`src/rtl/div_ctrl_pkg.sv`:
```
// Shared definitions for the EX-stage divide sequencer: FSM encodings,
// core start/stop levels and the nominal accept-to-valid latency.
package div_ctrl_pkg;

   typedef enum logic [2:0] {
      DIV_IDLE = 3'd0,
      DIV_PREP = 3'd1,
      DIV_RUN  = 3'd2,
      DIV_FIX  = 3'd3,
      DIV_DONE = 3'd4
   } div_state_e;

   localparam logic DIV_START = 1'b1;
   localparam logic DIV_STOP  = 1'b0;

   // Accept-to-valid cycles for WIDTH = 32: PREP + 32 x RUN + FIX + 1.
   localparam int unsigned DIV_LAT = 35;

endpackage

```
`src/rtl/div_ctrl_core.sv`:
```
// Unsigned restoring divider: one shift-subtract step per cycle, WIDTH steps.
// done_o is high during the final step so the caller can leave on that edge.
module div_core #(
   parameter int unsigned WIDTH = 32
) (
   input  logic             clk,
   input  logic             rst,
   input  logic             start_i,
   input  logic             abort_i,
   input  logic [WIDTH-1:0] dividend_i,
   input  logic [WIDTH-1:0] divisor_i,
   output logic             done_o,
   output logic [WIDTH-1:0] quot_o,
   output logic [WIDTH-1:0] rem_o
);

   localparam int unsigned CW = (WIDTH > 1) ? $clog2(WIDTH) : 1;

   logic             busy_q;
   logic [CW-1:0]    cnt_q;
   logic [WIDTH-1:0] dsr_q;
   logic [WIDTH-1:0] quot_q;
   logic [WIDTH-1:0] rem_q;
   logic [WIDTH:0]   partial;
   logic [WIDTH:0]   diff;

   // Borrow out of diff means the shifted remainder is below the divisor.
   always_comb begin
      partial = {rem_q, quot_q[WIDTH-1]};
      diff    = partial - {1'b0, dsr_q};
   end

   assign done_o = busy_q & (cnt_q == CW'(WIDTH - 1));
   assign quot_o = quot_q;
   assign rem_o  = rem_q;

   always_ff @(posedge clk or posedge rst) begin
      if (rst) begin
         busy_q <= 1'b0;
         cnt_q  <= '0;
         dsr_q  <= '0;
         quot_q <= '0;
         rem_q  <= '0;
      end else if (abort_i) begin
         busy_q <= 1'b0;
         cnt_q  <= '0;
      end else if (start_i) begin
         busy_q <= 1'b1;
         cnt_q  <= '0;
         dsr_q  <= divisor_i;
         quot_q <= dividend_i;
         rem_q  <= '0;
      end else if (busy_q) begin
         if (!diff[WIDTH]) begin
            rem_q  <= diff[WIDTH-1:0];
            quot_q <= {quot_q[WIDTH-2:0], 1'b1};
         end else begin
            rem_q  <= partial[WIDTH-1:0];
            quot_q <= {quot_q[WIDTH-2:0], 1'b0};
         end
         cnt_q <= cnt_q + CW'(1);
         if (done_o) begin
            busy_q <= 1'b0;
         end
      end
   end

endmodule

```
`src/rtl/div_ctrl.sv`:
```
// EX-stage DIV/DIVU sequencer: latches operands, runs div_core, applies MIPS
// sign correction and holds the pipeline until {HI, LO} is ready.
module div_ctrl
   import div_ctrl_pkg::*;
#(
   parameter int unsigned WIDTH = 32
) (
   input  logic               clk,
   input  logic               rst,
   input  logic               start_i,
   input  logic               signed_i,
   input  logic [WIDTH-1:0]   a_i,
   input  logic [WIDTH-1:0]   b_i,
   input  logic               flush_i,
   input  logic               stall_i,
   output logic               stall_o,
   output logic               valid_o,
   output logic [2*WIDTH-1:0] result_o,
   output logic               div_zero_o
);

   div_state_e       state_q;
   logic [WIDTH-1:0] a_q;
   logic [WIDTH-1:0] b_q;
   logic             signed_q;
   logic             q_neg_q;
   logic             r_neg_q;
   logic [WIDTH-1:0] mag_a;
   logic [WIDTH-1:0] mag_b;
   logic             b_zero;
   logic             core_start;
   logic             core_done;
   logic [WIDTH-1:0] core_quot;
   logic [WIDTH-1:0] core_rem;

   assign b_zero     = (b_q == '0);
   assign mag_a      = (signed_q & a_q[WIDTH-1]) ? (~a_q + WIDTH'(1)) : a_q;
   assign mag_b      = (signed_q & b_q[WIDTH-1]) ? (~b_q + WIDTH'(1)) : b_q;
   assign core_start = ((state_q == DIV_PREP) & ~flush_i & ~b_zero) ? DIV_START : DIV_STOP;

   // Hazard request; gated by reset so it reads 0 while reset is asserted.
   assign stall_o = ~rst & ~flush_i &
                    (((state_q == DIV_IDLE) & start_i) |
                     (state_q == DIV_PREP) |
                     (state_q == DIV_RUN)  |
                     (state_q == DIV_FIX));

   div_core #(
      .WIDTH (WIDTH)
   ) u_core (
      .clk        (clk),
      .rst        (rst),
      .start_i    (core_start),
      .abort_i    (flush_i),
      .dividend_i (mag_a),
      .divisor_i  (mag_b),
      .done_o     (core_done),
      .quot_o     (core_quot),
      .rem_o      (core_rem)
   );

   always_ff @(posedge clk or posedge rst) begin
      if (rst) begin
         state_q    <= DIV_IDLE;
         a_q        <= '0;
         b_q        <= '0;
         signed_q   <= 1'b0;
         q_neg_q    <= 1'b0;
         r_neg_q    <= 1'b0;
         valid_o    <= 1'b0;
         result_o   <= '0;
         div_zero_o <= 1'b0;
      end else if (flush_i) begin
         state_q <= DIV_IDLE;
         valid_o <= 1'b0;
      end else begin
         case (state_q)
            DIV_IDLE: begin
               if (start_i) begin
                  a_q      <= a_i;
                  b_q      <= b_i;
                  signed_q <= signed_i;
                  state_q  <= DIV_PREP;
               end
            end
            DIV_PREP: begin
               if (b_zero) begin
                  result_o   <= {a_q, {WIDTH{1'b1}}};
                  div_zero_o <= 1'b1;
                  valid_o    <= 1'b1;
                  state_q    <= DIV_DONE;
               end else begin
                  q_neg_q    <= signed_q & (a_q[WIDTH-1] ^ b_q[WIDTH-1]);
                  r_neg_q    <= signed_q & a_q[WIDTH-1];
                  div_zero_o <= 1'b0;
                  state_q    <= DIV_RUN;
               end
            end
            DIV_RUN: begin
               if (core_done) begin
                  state_q <= DIV_FIX;
               end
            end
            DIV_FIX: begin
               result_o <= {(r_neg_q ? (~core_rem + WIDTH'(1)) : core_rem),
                            (q_neg_q ? (~core_quot + WIDTH'(1)) : core_quot)};
               valid_o  <= 1'b1;
               state_q  <= DIV_DONE;
            end
            DIV_DONE: begin
               // A still-high start_i here belongs to the finishing instruction.
               if (!stall_i) begin
                  valid_o <= 1'b0;
                  state_q <= DIV_IDLE;
               end
            end
            default: begin
               state_q <= DIV_IDLE;
               valid_o <= 1'b0;
            end
         endcase
      end
   end

endmodule

```
`config.mk`:
```
export PLATFORM = sky130hd
export DESIGN_NAME = div_ctrl
export DESIGN_NICKNAME = d
export VERILOG_FILES = /design/src/rtl/div_ctrl_pkg.sv /design/src/rtl/div_ctrl_core.sv /design/src/rtl/div_ctrl.sv
export SDC_FILE = /design/constraint.sdc
export NUM_CORES = 1
export LEC_CHECK = 0
export ABC_AREA = 1
export BUFFER_PORTS_ARGS = -buffer_cell sky130_fd_sc_hd__buf_4
export CAP_MARGIN = 20
export CORE_ASPECT_RATIO = 0.5
export CORE_MARGIN = 2
export CORE_UTILIZATION = 62
export DETAILED_ROUTE_END_ITERATION = 10
export GPL_ROUTABILITY_DRIVEN = 0
export PLACE_DENSITY = 0.78
export SLEW_MARGIN = 20
export SYNTH_ARGS = -nofsm -noshare
export SYNTH_HDL_FRONTEND = slang
export SYNTH_HIERARCHICAL = 1
export SYNTH_SLANG_ARGS = --single-unit
```
`constraint.sdc`:
```
create_clock -name clk -period 6.6 [get_ports clk]
set_clock_uncertainty 0.15 [all_clocks]
set_input_delay 1.65 -clock clk [delete_from_list [all_inputs] [get_ports clk]]
set_output_delay 1.65 -clock clk [all_outputs]
set_load 0.02 [all_outputs]
```
==> results by group, run 1 <==
Worst setup path
  – Arrival time worst endpoint: 2.31 ns
  – Startpoint types: input pin
  – WS Path Type: input pin to primary output
  – R2r setup slk: 3.00 ns
  – Worst endpoint required time: ~4.8 ns
  – Crit Path Max Fanout: 7
  – R2R cell count: 14
  – Crit. End Element: primary output
  – Worst r2r src: b_q[0]
  – Capturing point of the worst reg2reg path: u_core/cnt_q[0]

CTS
  – Maximum root-to-sink buffer count: 3
  – Root buffer cell: clkbuf_16
  – Clk_lat worst skew: 0.53 ns
  – Post-CTS sizing: 0
  – CTS Buf Count: 23
  – CTS sink count: 238
  – H-tree depth: 1
  – CTS tree: done
  – Hold_buf cts: 0
  – Setup bufs post-CTS: 0
  – Reg clk slew, reported paths: 0.06 ns

Placement
  – Detailed Place HPWL: 35100 um
  – Port-buffer cells: 136

Power
  – Power Dens Cells: 423 mW/mm2
  – VDD IR max: 249 uV
  – P_leak: 10.2 nW

Floorplanning
  – Die Width: around 240 um
  – Die Area: 0.0284 mm2
  – Placeable Area: between 0.02 and 0.03 mm2
  – IO Count: 137
  – Row count: 42
  – Die H: 120 um
  – Starting Density: 63.2%

Global route
  – Number of global-route vias before repair: 15300
  – Pin count of the biggest net entering global routing: 87
  – First-pass GRT wire length: 76000 um
  – Total track usage: 33.0%
  – GRT overflow: 0
  – Initial antenna violation count: 0

STA
  – Fin crit share: slightly above 60%
  – Minimum clock period: approximately 4.1 ns
  – Fmax: 0.243 GHz
  – Worst slew pin tran: roughly 1.1 ns
  – Final hold vios: 0
  – Worst hold margin: around 0.33 ns
  – Max-slew headroom: 25.4%
  – Pins Over Slew Limit: 0
  – # setup viols final: 0
  – RSZ-0062 raised after global routing: no
  – Final TNS setup: 0 ns

Worst hold path
  – Hold Path End: result_o[27]
  – Critical hold path startpoint: result_o[27]
  – Worst hold stages: 2
  – Min-Delay Path Class: flip-flop to flip-flop

Drt
  – DRT iter0 DRCs: 1411
  – Routed Antenna Nets: 0
  – Total routed wirelength: between 40000 and 50000 um
  – First-pass DRT Iterations: 8
  – WL met1: 21000 um
  – Post-DR vias/cell: 5.45
  – Residual DRC: 0
  – DR vias: 16800
  – Metal3 WL: 3360 um
  – DR WL/cell: 15.2 um
  – Highest metal used: met4
  – Metal2 WL: 20900 um

Synthesis
  – Post-synth EDFFs: 0
  – Yosys top cell area share: 35.6%
  – #FFs+latches synth: roughly 240
  – Post-Syn Area: 0.0167 mm2
  – Avg Synthesized Cell Area: 6.35 um2
  – Top FF cell, synth: dfrtp_1
  – Seq/Total Area, Yosys: 35.6%
  – Asr flop ratio synth: 100%
  – Synth area leader: dfrtp_1
  – Syn Nets: 2746
  – Ranking of synthesized cells by area: dfrtp_1 (36%), nand2_1 (21%), inv_1 (8.1%), nor2_1 (7.4%), nand3_1 (5.5%)
  – Yosys cell types: 43
  – Post-Synthesis Cells: 2637
  – Yosys warns: 6

Layout
  – Nets: 2829
  – Leading cell type in the layout, fill and taps excluded: nand2_1
  – Ant diodes: 0
  – Most frequent cells in the layout: nand2_1 (930), inv_1 (360), nor2_1 (328), dfrtp_1 (237), nand3_1 (184)
  – Layout cells sized above 1: 8.34%
  – Area Growth Syn to Fin: 11.1%

Run status
  – Status: finished, final reports clean

Run
  – Maxcap violations: 0
## per-stage QoR
stage                     setup slack (ns)  power [mW]  area [um2]  util, %  cells
after floorplan                       1.16        5.31       16700        -   2637
after global placement                2.30        6.42       17900     67.5   3047
after detailed placement              2.16        6.51       17900     67.5   3047
after CTS                             2.49        7.84       18600     70.2   3087
after global routing                  2.33        8.48       18600     70.3   3087
final                                 2.49        7.87       18600     70.3   3087
## how the worst max path moves through the flow
stage	start	endpoint	slack (ns)	cells after the start
final	flush_i	stall_o	2.49	5
after global routing	flush_i	u_core/cnt_q[3]	2.33	11
after CTS	flush_i	stall_o	2.49	5
after detailed placement	flush_i	u_core/cnt_q[0]	2.16	11
after global placement	flush_i	u_core/cnt_q[2]	2.30	11
after floorplan	rst	a_q[0]	1.16	1
## state kept, by name, indices dropped and copies added, names as in the netlist
register,flops
b_q,32
valid_o,1
u_core/busy_q,1
u_core/dsr_q,32
r_neg_q,1
state_q,3
q_neg_q,1
u_core/quot_o,32
u_core/cnt_q,5
result_o,64
u_core/rem_o,32
a_q,32
div_zero_o,1
signed_q,1
## Yosys cell counts, types with 3 or more instances
cell / n
nor2_1: 330
clkbuf_1: 42
buf_2: 25
buf_4: 6
o21ai_0: 108
inv_1: 362
dfrtp_1: 238
nand2_1: 931
and2_1: 7
buf_6: 6
nand4_1: 20
inv_2: 14
mux2_2: 9
nand3_1: 185
buf_1: 7
xor2_1: 44
o211ai_1: 37
o21ai_2: 3
a21oi_1: 126
a21o_1: 3
xnor2_1: 15
nor3_1: 26
nand2_2: 5
nor2_2: 5
ha_1: 38
nand3b_1: 17
o21ai_1: 7
## kinds of logic after synthesis
family | synth area share, %
and+or+nand+nor | 37.2
buffers and inverters | 11.0
AOI/OAI and AO/OA | 9.60
DFF | 35.6
xor gates and xnor gates | 3.09
adders and majority gates | 2.96
muxes | 0.605
## routing by layer
layer  up-vias  track usage (%)
met4         0             11.3
met1      7781             46.6
met5         -                0
li1       8370                -
met3        93             4.25
met2       575             53.1
## power breakdown
group | switching (mW) | internal [mW] | leakage, nW | total (mW)
combinational | 2.57 | 1.37 | 6.98 | 3.93
sequential | 0.556 | 2.07 | 2.84 | 2.63
clock | 0.584 | 0.730 | 0.353 | 1.31
## layout make-up
type	count	area (um2)
timing repair buffer	144	1080
sequential	238	5960
multi-input combinational	1936	8990
tap	352	440
clock inverter	6	63.8
fill	2429	7870
clock buffer	34	657
inverter	377	1420
## critical path, cell delays in order
cell and delay, ns:
buf_4 0.15, nor2_1 0.12, inv_1 0.07, nor3_1 0.16, buf_4 0.17
Note: power is estimated with default switching activity, not from simulation.
==> run 2: changes to the inputs <==
==> constraint.sdc (replaced) <==
create_clock -name clk -period 4.3 [get_ports clk]
set_clock_uncertainty 0.15 [all_clocks]
set_input_delay 1.075 -clock clk [delete_from_list [all_inputs] [get_ports clk]]
set_output_delay 1.075 -clock clk [all_outputs]
set_load 0.02 [all_outputs]
==> results by group, run 2 (synthesis results as in run 1) <==
Run status
  – Status: finished, final reports clean

Power
  – Clock share of power: 15.8%
  – Sw Ratio: 47.4%
  – VDD IR max: 393 uV
  – Internal: 6.32 mW
  – P_leak: just over 10 nW
  – Power Dens Cells: 644 mW/mm2
  – Combinational Power Share: between 50% and 60%
  – Seq pwr share: between 30% and 40%
  – Sw Pwr: 5.69 mW

Drt
  – DR vias: 16900
  – Residual DRC: 0
  – Post-DR vias/cell: 5.46
  – DR WL/cell: 15.2 um
  – First-pass DRT Iterations: 6
  – Total routed wirelength: around 47000 um
  – DRT iter0 DRCs: 1579
  – Routed Antenna Nets: 0

STA
  – Final TNS setup: 0 ns
  – RSZ-0062 raised after global routing: no
  – Final hold vios: 0
  – # setup viols final: 0
  – Max-slew headroom: 27.7%
  – Fin crit share: between 70% and 80%
  – Minimum clock period: 3.20 ns
  – Fmax: 0.312 GHz
  – Worst slew pin tran: 1.08 ns
  – Pins Over Slew Limit: 0
  – Post-route setup slack: 1.10 ns

Worst setup path
  – Crit Path Max Fanout: 29
  – Startpoint types: flip-flop
  – WS Path Type: flip-flop to flip-flop
  – Worst endpoint required time: 4.57 ns
  – Arrival time worst endpoint: 3.47 ns
  – Crit. End Element: flip-flop

Layout
  – Final core occ: 70.4%
  – Most flop-heavy register: result_o
  – Largest register FFs: 64
  – Register area: 0.00596 mm2
  – Most frequent cells in the layout: nand2_1 (930), inv_1 (360), nor2_1 (328), dfrtp_1 (238), nand3_1 (184)
  – Leading cell type in the layout, fill and taps excluded: nand2_1
  – Layout cells sized above 1: 8.51%
  – Area Growth Syn to Fin: 11.4%
  – Nets: 2837
  – Final std cells w/o fill: just over 3000
  – Fillcell total: 2448
  – Area of the multi-input gates: 0.00899 mm2
  – Ant diodes: 0

CTS
  – CTS sink count: approximately 240
  – CTS Buf Count: 23
  – H-tree depth: 1
  – Root buffer cell: clkbuf_16
  – Post-CTS sizing: 0
  – Clk_lat worst skew: 0.54 ns
  – Maximum root-to-sink buffer count: 3
  – CTS tree: done
  – Hold_buf cts: 0
  – Reg clk slew, reported paths: 0.07 ns
  – Setup bufs post-CTS: 0

Floorplanning
  – Die Width: 236 um
  – Die H: 120 um
  – Starting Density: 63.2%
  – Row count: 42
  – IO Count: 137
  – Placeable Area: around 0.026 mm2
  – Die Area: between 0.02 and 0.03 mm2

Global route
  – Number of global-route vias before repair: 15300
  – GRT overflow: 0
  – Pin count of the biggest net entering global routing: 84
  – Initial antenna violation count: 0
  – First-pass GRT wire length: 76000 um
  – Total track usage: 33.2%

Placement
  – Port-buffer cells: 136
  – Cells after DPL: 3055
  – Detailed Place HPWL: 35400 um
  – Dpl ws: 1.10 ns

Run
  – Maxcap violations: 0

Worst hold path
  – Min-Delay Path Class: input pin to async pin
run 2: power by group through the flow:
stage / Clock (mW) / Combinational (mW) / Sequential [mW]
6_report: 1.90 / 6.09 / 4.02
5_1_grt: 2.00 / 6.84 / 4.13
4_1_cts: 1.92 / 6.04 / 4.00
3_5_place_dp: 0 / 6.00 / 4.03
3_3_place_gp: 0 / 5.90 / 4.01
2_1_floorplan: 0 / 3.98 / 4.16
run 2: critical path: stages, from the launching register on:
cell and delay [ns]:
dfrtp_1 0.39, inv_1 0.18, ha_1 0.20, inv_1 0.09
fa_1 0.45, nand2_1 0.10, nand2_1 0.05, nand3_1 0.09
nand2_1 0.13, nand2_1 0.09, nand2_1 0.09, nand2_2 0.11
nand3_2 0.12, nand2_2 0.52, nand2_1 0.16, nand3_1 0.10
nand2_1 0.05
run 2: final cells by class:
cell class	count	area share, %
multi-input combinational	1936	48.2
sequential	238	31.9
inverter	377	7.62
timing repair buffer	152	6.32
clock buffer	30	3.33
tap	352	2.36
clock inverter	6	0.228
run 2: through the flow:
stage / total power, mW / cell area, um2 / hold slack [ns]
after floorplan: 8.15 / 16800 / 0.330
after global placement: 9.91 / 18000 / 0.312
after detailed placement: 10.0 / 18000 / 0.316
after CTS: 12.0 / 18600 / 0.300
after global routing: 13.0 / 18700 / 0.305
final: 12.0 / 18700 / 0.306
run 2: path summary, 6_finish.rpt:
check | from | end | slack (ns) | cells after the start
worst min register to register | result_o[11] | result_o[11] | 0.33 | 2
worst max-delay path | u_core/quot_o[31] | u_core/rem_o[21] | 1.10 | 16
min in group clk | result_o[11] | result_o[11] | 0.33 | 2
worst max register to register | u_core/quot_o[31] | u_core/rem_o[21] | 1.10 | 16
worst min-delay path | rst | state_q[0] | 0.31 | 2
max in group asynchronous | rst | u_core/quot_o[29] | 2.70 | 3
run 2: layer usage:
| layer | share of wire (%) | GRT usage, % |
|---|---|---|
| met3 | 7.6 | 4.47 |
| met1 | 44 | 46.4 |
| met2 | 45 | 54.0 |
| met4 | 3.2 | 10.9 |
| met5 | 0 | 0 |
